$ cat src/rtl/div_pkg.sv
// Shared definitions for the execute-stage multi-cycle divider.
// The counter-width helper is also used by the Booth multiplier.
package div_pkg;

  localparam int unsigned DIV_DATA_BITS = 33;

  function automatic int unsigned clog2(input int unsigned value);
    int unsigned v;
    int unsigned res;
    res = 0;
    v   = (value > 0) ? value - 1 : 0;
    while (v > 0) begin
      res++;
      v = v >> 1;
    end
    return res;
  endfunction

  localparam int unsigned COUNT_BITS = clog2(DIV_DATA_BITS);

  localparam logic [1:0] ST_IDLE = 2'd0;
  localparam logic [1:0] ST_CALC = 2'd1;
  localparam logic [1:0] ST_FIX  = 2'd2;
  localparam logic [1:0] ST_DONE = 2'd3;

  typedef enum logic [1:0] {
    IDLE = ST_IDLE,
    CALC = ST_CALC,
    FIX  = ST_FIX,
    DONE = ST_DONE
  } div_state_e;

endpackage

$ cat src/rtl/div_sub_step.sv
// One radix-2 restoring step: shift in the next dividend bit and trial-subtract
// the divisor magnitude; a non-negative result is kept and yields quotient bit 1.
module div_sub_step
  import div_pkg::*;
#(
  parameter int unsigned DATA_BITS = DIV_DATA_BITS
) (
  input  logic [DATA_BITS-1:0] i_r,
  input  logic                 i_q_msb,
  input  logic [DATA_BITS-1:0] i_dvsr,
  output logic [DATA_BITS-1:0] o_r_next,
  output logic                 o_q_bit
);

  logic [DATA_BITS:0] w_trial;

  // The remainder stays below the divisor magnitude (<= 2^(DATA_BITS-1)), so
  // the shifted value fits and the trial's top bit is a true sign.
  assign w_trial  = {i_r, i_q_msb} - {1'b0, i_dvsr};
  assign o_q_bit  = ~w_trial[DATA_BITS];
  assign o_r_next = w_trial[DATA_BITS] ? {i_r[DATA_BITS-2:0], i_q_msb}
                                       : w_trial[DATA_BITS-1:0];

endmodule

$ cat src/rtl/div.sv
// Sequential radix-2 restoring divider with RISC-V signed semantics.
// Optional macro DIV_ZERO_FAST_EN: divide-by-zero skips the iteration phase.
module div
  import div_pkg::*;
#(
  parameter int unsigned DATA_BITS = DIV_DATA_BITS
) (
  input  logic                 clk,
  input  logic                 asyn_rst,
  input  logic                 syn_rst,
  input  logic                 en,
  input  logic [DATA_BITS-1:0] dividend,
  input  logic [DATA_BITS-1:0] divisor,
  output logic                 outvalid,
  output logic [DATA_BITS-1:0] quotient,
  output logic [DATA_BITS-1:0] remainder,
  output logic                 divzero
);

  localparam int unsigned CW = (clog2(DATA_BITS) > 0) ? clog2(DATA_BITS) : 1;

  div_state_e           r_state;
  logic [CW-1:0]        r_cnt;
  logic                 r_sign_q;
  logic                 r_sign_r;
  logic                 r_dz;
  logic [DATA_BITS-1:0] r_dvd;
  logic [DATA_BITS-1:0] r_dvsr;
  logic [DATA_BITS-1:0] r_q;
  logic [DATA_BITS-1:0] r_r;
  logic                 r_outvalid;
  logic [DATA_BITS-1:0] r_quotient;
  logic [DATA_BITS-1:0] r_remainder;
  logic                 r_divzero;

  logic [DATA_BITS-1:0] w_dvd_mag;
  logic [DATA_BITS-1:0] w_dvsr_mag;
  logic [DATA_BITS-1:0] w_r_next;
  logic                 w_q_bit;
  logic                 w_dvsr_zero;

  // Most-negative operand negates to itself, which reads as 2^(DATA_BITS-1) unsigned.
  assign w_dvd_mag   = dividend[DATA_BITS-1] ? (~dividend + DATA_BITS'(1)) : dividend;
  assign w_dvsr_mag  = divisor[DATA_BITS-1]  ? (~divisor + DATA_BITS'(1))  : divisor;
  assign w_dvsr_zero = (divisor == '0);

  div_sub_step #(
    .DATA_BITS(DATA_BITS)
  ) u_step (
    .i_r     (r_r),
    .i_q_msb (r_q[DATA_BITS-1]),
    .i_dvsr  (r_dvsr),
    .o_r_next(w_r_next),
    .o_q_bit (w_q_bit)
  );

  always_ff @(posedge clk or negedge asyn_rst) begin
    if (!asyn_rst) begin
      r_state     <= IDLE;
      r_cnt       <= '0;
      r_sign_q    <= 1'b0;
      r_sign_r    <= 1'b0;
      r_dz        <= 1'b0;
      r_dvd       <= '0;
      r_dvsr      <= '0;
      r_q         <= '0;
      r_r         <= '0;
      r_outvalid  <= 1'b0;
      r_quotient  <= '0;
      r_remainder <= '0;
      r_divzero   <= 1'b0;
    end else if (syn_rst) begin
      r_state     <= IDLE;
      r_cnt       <= '0;
      r_sign_q    <= 1'b0;
      r_sign_r    <= 1'b0;
      r_dz        <= 1'b0;
      r_dvd       <= '0;
      r_dvsr      <= '0;
      r_q         <= '0;
      r_r         <= '0;
      r_outvalid  <= 1'b0;
      r_quotient  <= '0;
      r_remainder <= '0;
      r_divzero   <= 1'b0;
    end else begin
      case (r_state)
        IDLE: begin
          if (en) begin
            r_sign_q <= dividend[DATA_BITS-1] ^ divisor[DATA_BITS-1];
            r_sign_r <= dividend[DATA_BITS-1];
            r_dz     <= w_dvsr_zero;
            r_dvd    <= dividend;
            r_dvsr   <= w_dvsr_mag;
            r_q      <= w_dvd_mag;
            r_r      <= '0;
            r_cnt    <= '0;
`ifdef DIV_ZERO_FAST_EN
            r_state  <= w_dvsr_zero ? FIX : CALC;
`else
            r_state  <= CALC;
`endif
          end
        end
        CALC: begin
          if (en) begin
            r_r   <= w_r_next;
            r_q   <= {r_q[DATA_BITS-2:0], w_q_bit};
            r_cnt <= r_cnt + CW'(1);
            if (r_cnt == CW'(DATA_BITS - 1)) begin
              r_state <= FIX;
            end
          end
        end
        FIX: begin
          if (en) begin
            if (r_dz) begin
              r_quotient  <= '1;
              r_remainder <= r_dvd;
            end else begin
              r_quotient  <= r_sign_q ? (~r_q + DATA_BITS'(1)) : r_q;
              r_remainder <= r_sign_r ? (~r_r + DATA_BITS'(1)) : r_r;
            end
            r_divzero  <= r_dz;
            r_outvalid <= 1'b1;
            r_state    <= DONE;
          end
        end
        DONE: begin
          r_outvalid <= 1'b0;
          r_state    <= IDLE;
        end
        default: r_state <= IDLE;
      endcase
    end
  end

  assign outvalid  = r_outvalid;
  assign quotient  = r_quotient;
  assign remainder = r_remainder;
  assign divzero   = r_divzero;

endmodule

$ cat config.mk
export PLATFORM = sky130hd
export DESIGN_NAME = div
export DESIGN_NICKNAME = d
export VERILOG_FILES = /design/src/rtl/div_pkg.sv /design/src/rtl/div_sub_step.sv /design/src/rtl/div.sv
export SDC_FILE = /design/constraint.sdc
export NUM_CORES = 1
export LEC_CHECK = 0
export CORE_AREA = 2 2 159 161
export DETAILED_ROUTE_END_ITERATION = 6
export DIE_AREA = 0 0 161 163
export PLACE_DENSITY_LB_ADDON = 0.25
export SYNTH_ARGS = -nofsm -noshare
export SYNTH_HDL_FRONTEND = slang
export SYNTH_SLANG_ARGS = --single-unit
$ cat constraint.sdc
create_clock -name clk -period 4.7 [get_ports clk]
set_input_delay 1.41 -clock clk [delete_from_list [all_inputs] [get_ports clk]]
set_output_delay 1.41 -clock clk [all_outputs]
set_load 0.05 [all_outputs]
==> impl_metrics.env <==
export IMPL_crit_path_max_fanout=4
export IMPL_drive_gt1_frac=0.0562
export IMPL_rows=58
export IMPL_synth_edf_count=0
export IMPL_fin_nets=1751
export IMPL_maxSlewHeadroom=0.276
export IMPL_clock_root_buffer="clkbuf_16"
export IMPL_cts_buffers=24
export IMPL_gp_congestion=0.942
export IMPL_crit_buf_inv=1
export IMPL_grt_pass1_wl_um=58600
export IMPL_fin_skew_ps=24.4
export IMPL_worst_path_most_repeated_cell="nand2_1"
export IMPL_maxSlewViolCount=0
export IMPL_die_area_um2=26200
export IMPL_hp_class="flip-flop to flip-flop"
export IMPL_htreeDepth=1
export IMPL_cp_arrival_ps=4170
export IMPL_required_ps=5100
export IMPL_chipHeight_um=163
export IMPL_start_util=0.537
export IMPL_grtUsageTotal=0.275
export IMPL_portBuffers=137
export IMPL_first_pass_iters=5
export IMPL_yosys_area_share_simple=0.159
export IMPL_crit_family="simple AND/OR/NAND/NOR gates"
export IMPL_hold_buffers=0
export IMPL_path_cells="clkdlybuf4s50_1 > or4_1 > nor2_1 > nand2_1 > nor4_1 > nand2_1 > o31ai_1 > xor2_1 > o21ai_0 > a22o_1"
export IMPL_synth_common_cells="nand2_1 (247), dfrtp_1 (210), o21ai_0 (143), xor2_1 (120), a21oi_1 (100)"
export IMPL_finalSetupViolations=0
export IMPL_cts_tree="yes"
export IMPL_synth_top_area_frac=0.397
export IMPL_ys_types=62
export IMPL_synth_compound_area_frac=0.240
export IMPL_die_w_um=161
export IMPL_post_cts_buffers=0
export IMPL_setup_worst_path_start_class="primary input"
export IMPL_status="completed"
export IMPL_grt_pass1_vias=11100
export IMPL_synthMuxAreaShare=0.0175
export IMPL_critical_path_max_stage_delay_ps=630
export IMPL_drv_cap=0
export IMPL_min_period_ps=3780
export IMPL_wire_per_inst_um=17.9
export IMPL_synth_ff_latch_count=210
export IMPL_io_pins=138
export IMPL_yosysMostFrequentCell="nand2_1"
export IMPL_dp_slack_ps=418
export IMPL_yosysWarnings=0
export IMPL_postSynthCellCount=1546
export IMPL_ys_seq_area_frac=0.397
export IMPL_post_route_drc_count=0
export IMPL_wl_um=35500
export IMPL_power_density_nw_per_um2=588
export IMPL_cts_sinks=210
export IMPL_tightest_slew_ps=1080
export IMPL_syn_num_nets=1660
export IMPL_rsz0062_at_grt="no"
export IMPL_grt_max_degree=80
export IMPL_fin_ws_ps=921
export IMPL_end_kind="flip-flop"
export IMPL_cts_path_max_buffers=3
export IMPL_insertion_delay_ps=520
export IMPL_syn_area_um2=13200
export IMPL_dp_hpwl_um=26200
export IMPL_drtIter0Drc=752
export IMPL_avgViaCountPerCell=5.88
export IMPL_fp_coreArea_um2=24700
export IMPL_worstSetupPathType="primary input to flip-flop"
export IMPL_via_count=11700
export IMPL_finalCritPeriodShare=0.804
export IMPL_yosysTopAreaCell="dfrtp_1"
export IMPL_tns_ps=0
export IMPL_cts_resized=0
export IMPL_final_hold_viol_count=0
export IMPL_antenna_left=0
export IMPL_synth_top_flop_cell="dfrtp_1"
export IMPL_synth_area_top_cells="dfrtp_1 (40%), xor2_1 (7.9%), nand2_1 (7.0%)"
export IMPL_vdd_drop_max_mv=0.476
export IMPL_ys_async_sr_fraction=1.00
export IMPL_synth_xor_area_share=0.0999
export IMPL_clk_pin_slew_worst_paths_ps=60
export IMPL_synth_top_family_by_area="compound AO/OA/AOI/OAI gates"
export IMPL_overflow=0
export IMPL_post_synth_cell_area_avg_um2=8.56
export IMPL_fmax_mhz=265
export IMPL_synthAdderAreaFrac=0.0421
export IMPL_antenna_cells=0
export IMPL_crit_slowest_cell="or4_1"
export IMPL_synthToLayoutAreaGrowth_pct=18.9
export IMPL_leakage_nw=6.66
export IMPL_grt_antenna_before_repair=0
-- per-stage QoR --
step                hold WS, ps  std cells  total power [mW]  instance area [um2]   util
detailed placement          481       1941              7.27                14900  0.604
global placement            464       1941              7.20                14900  0.604
floorplan                   450       1546              6.08                13200      -
finish                      491       1984              9.25                15700  0.638
global route                519       1984              9.93                15700  0.638
CTS                         495       1984              9.26                15700  0.638
-- cells by family (layout without fill, tap and decap cells) --
logic type,Yosys count,in the layout
muxes,23,23
xor gates and xnor gates,151,151
and+or+nand+nor,466,466
adders and majority gates,44,44
AOI/OAI and AO/OA,499,499
DFF,210,210
buffers and inverters,153,261
-- power breakdown --
| group | internal [mW] | switching [mW] | leakage (nW) | total (mW) |
|---|---|---|---|---|
| combinational | 1.93 | 2.87 | 3.38 | 4.80 |
| clock | 1.20 | 0.765 | 0.409 | 1.97 |
| sequential | 2.11 | 0.374 | 2.88 | 2.48 |
-- final cells by class --
class                   count  area [um2]
repair buffers            159        1570
flip-flops and latches    210        5260
multi-input cells        1183        7430
clock inverters            11         149
fillers                  2181        8940
clock buffers              32         692
well taps                 330         413
inverters                  59         221
-- cells in the final DEF, fill, tap and decap left out, types with 9 or more instances in the layout --
master	n
clkbuf_16	25
o22ai_1	33
ha_1	42
dfrtp_1	209
nand3_1	12
a21oi_1	98
a211oi_1	34
or4_1	15
nand2b_1	16
or3_1	14
o21ai_0	143
xor2_1	120
mux2i_1	22
nor2_1	83
clkdlybuf4s50_1	135
inv_1	59
nor3_1	20
nor4_1	18
nand4_1	9
nand2_1	247
a22o_1	52
buf_4	19
a21o_1	19
xnor2_1	31
o41ai_1	18
o31ai_1	35
o21ai_1	21
-- metal layers --
| metal | share of wire | GRT usage |
|---|---|---|
| met1 | 0.44 | 0.368 |
| met2 | 0.47 | 0.456 |
| met5 | 0 | 0 |
| met4 | 0.047 | 0.125 |
| met3 | 0.049 | 0.0260 |
-- flip-flops by register name, indices dropped and copies added, names as in the netlist, 2 cells and up --
register and count:
r_dvsr 33, r_q 33, r_state 2, r_cnt 6, r_r 33, remainder 33, r_dvd 32, quotient 33
-- final timing paths --
kind                                   from             to  slack, ps  cells past startpoint
worst min register to register     r_dvd[1]       r_dvd[1]        490                      2
min in group asynchronous          asyn_rst  remainder[11]        890                      1
worst max-delay path            dividend[0]        r_q[29]        920                     10
worst max register to register      r_q[32]        r_r[30]       1020                     13
worst min-delay path               r_dvd[1]       r_dvd[1]        490                      2
max in group asynchronous          asyn_rst  remainder[26]       2930                      2
-- worst min-delay path, delay by kind of cell (launching register included) --
family             cells  cell delay [ps]
AOI/OAI and AO/OA      1               60
DFF                    1              340
and+or+nand+nor        1               50
Note: power is estimated with default switching activity, not from simulation.
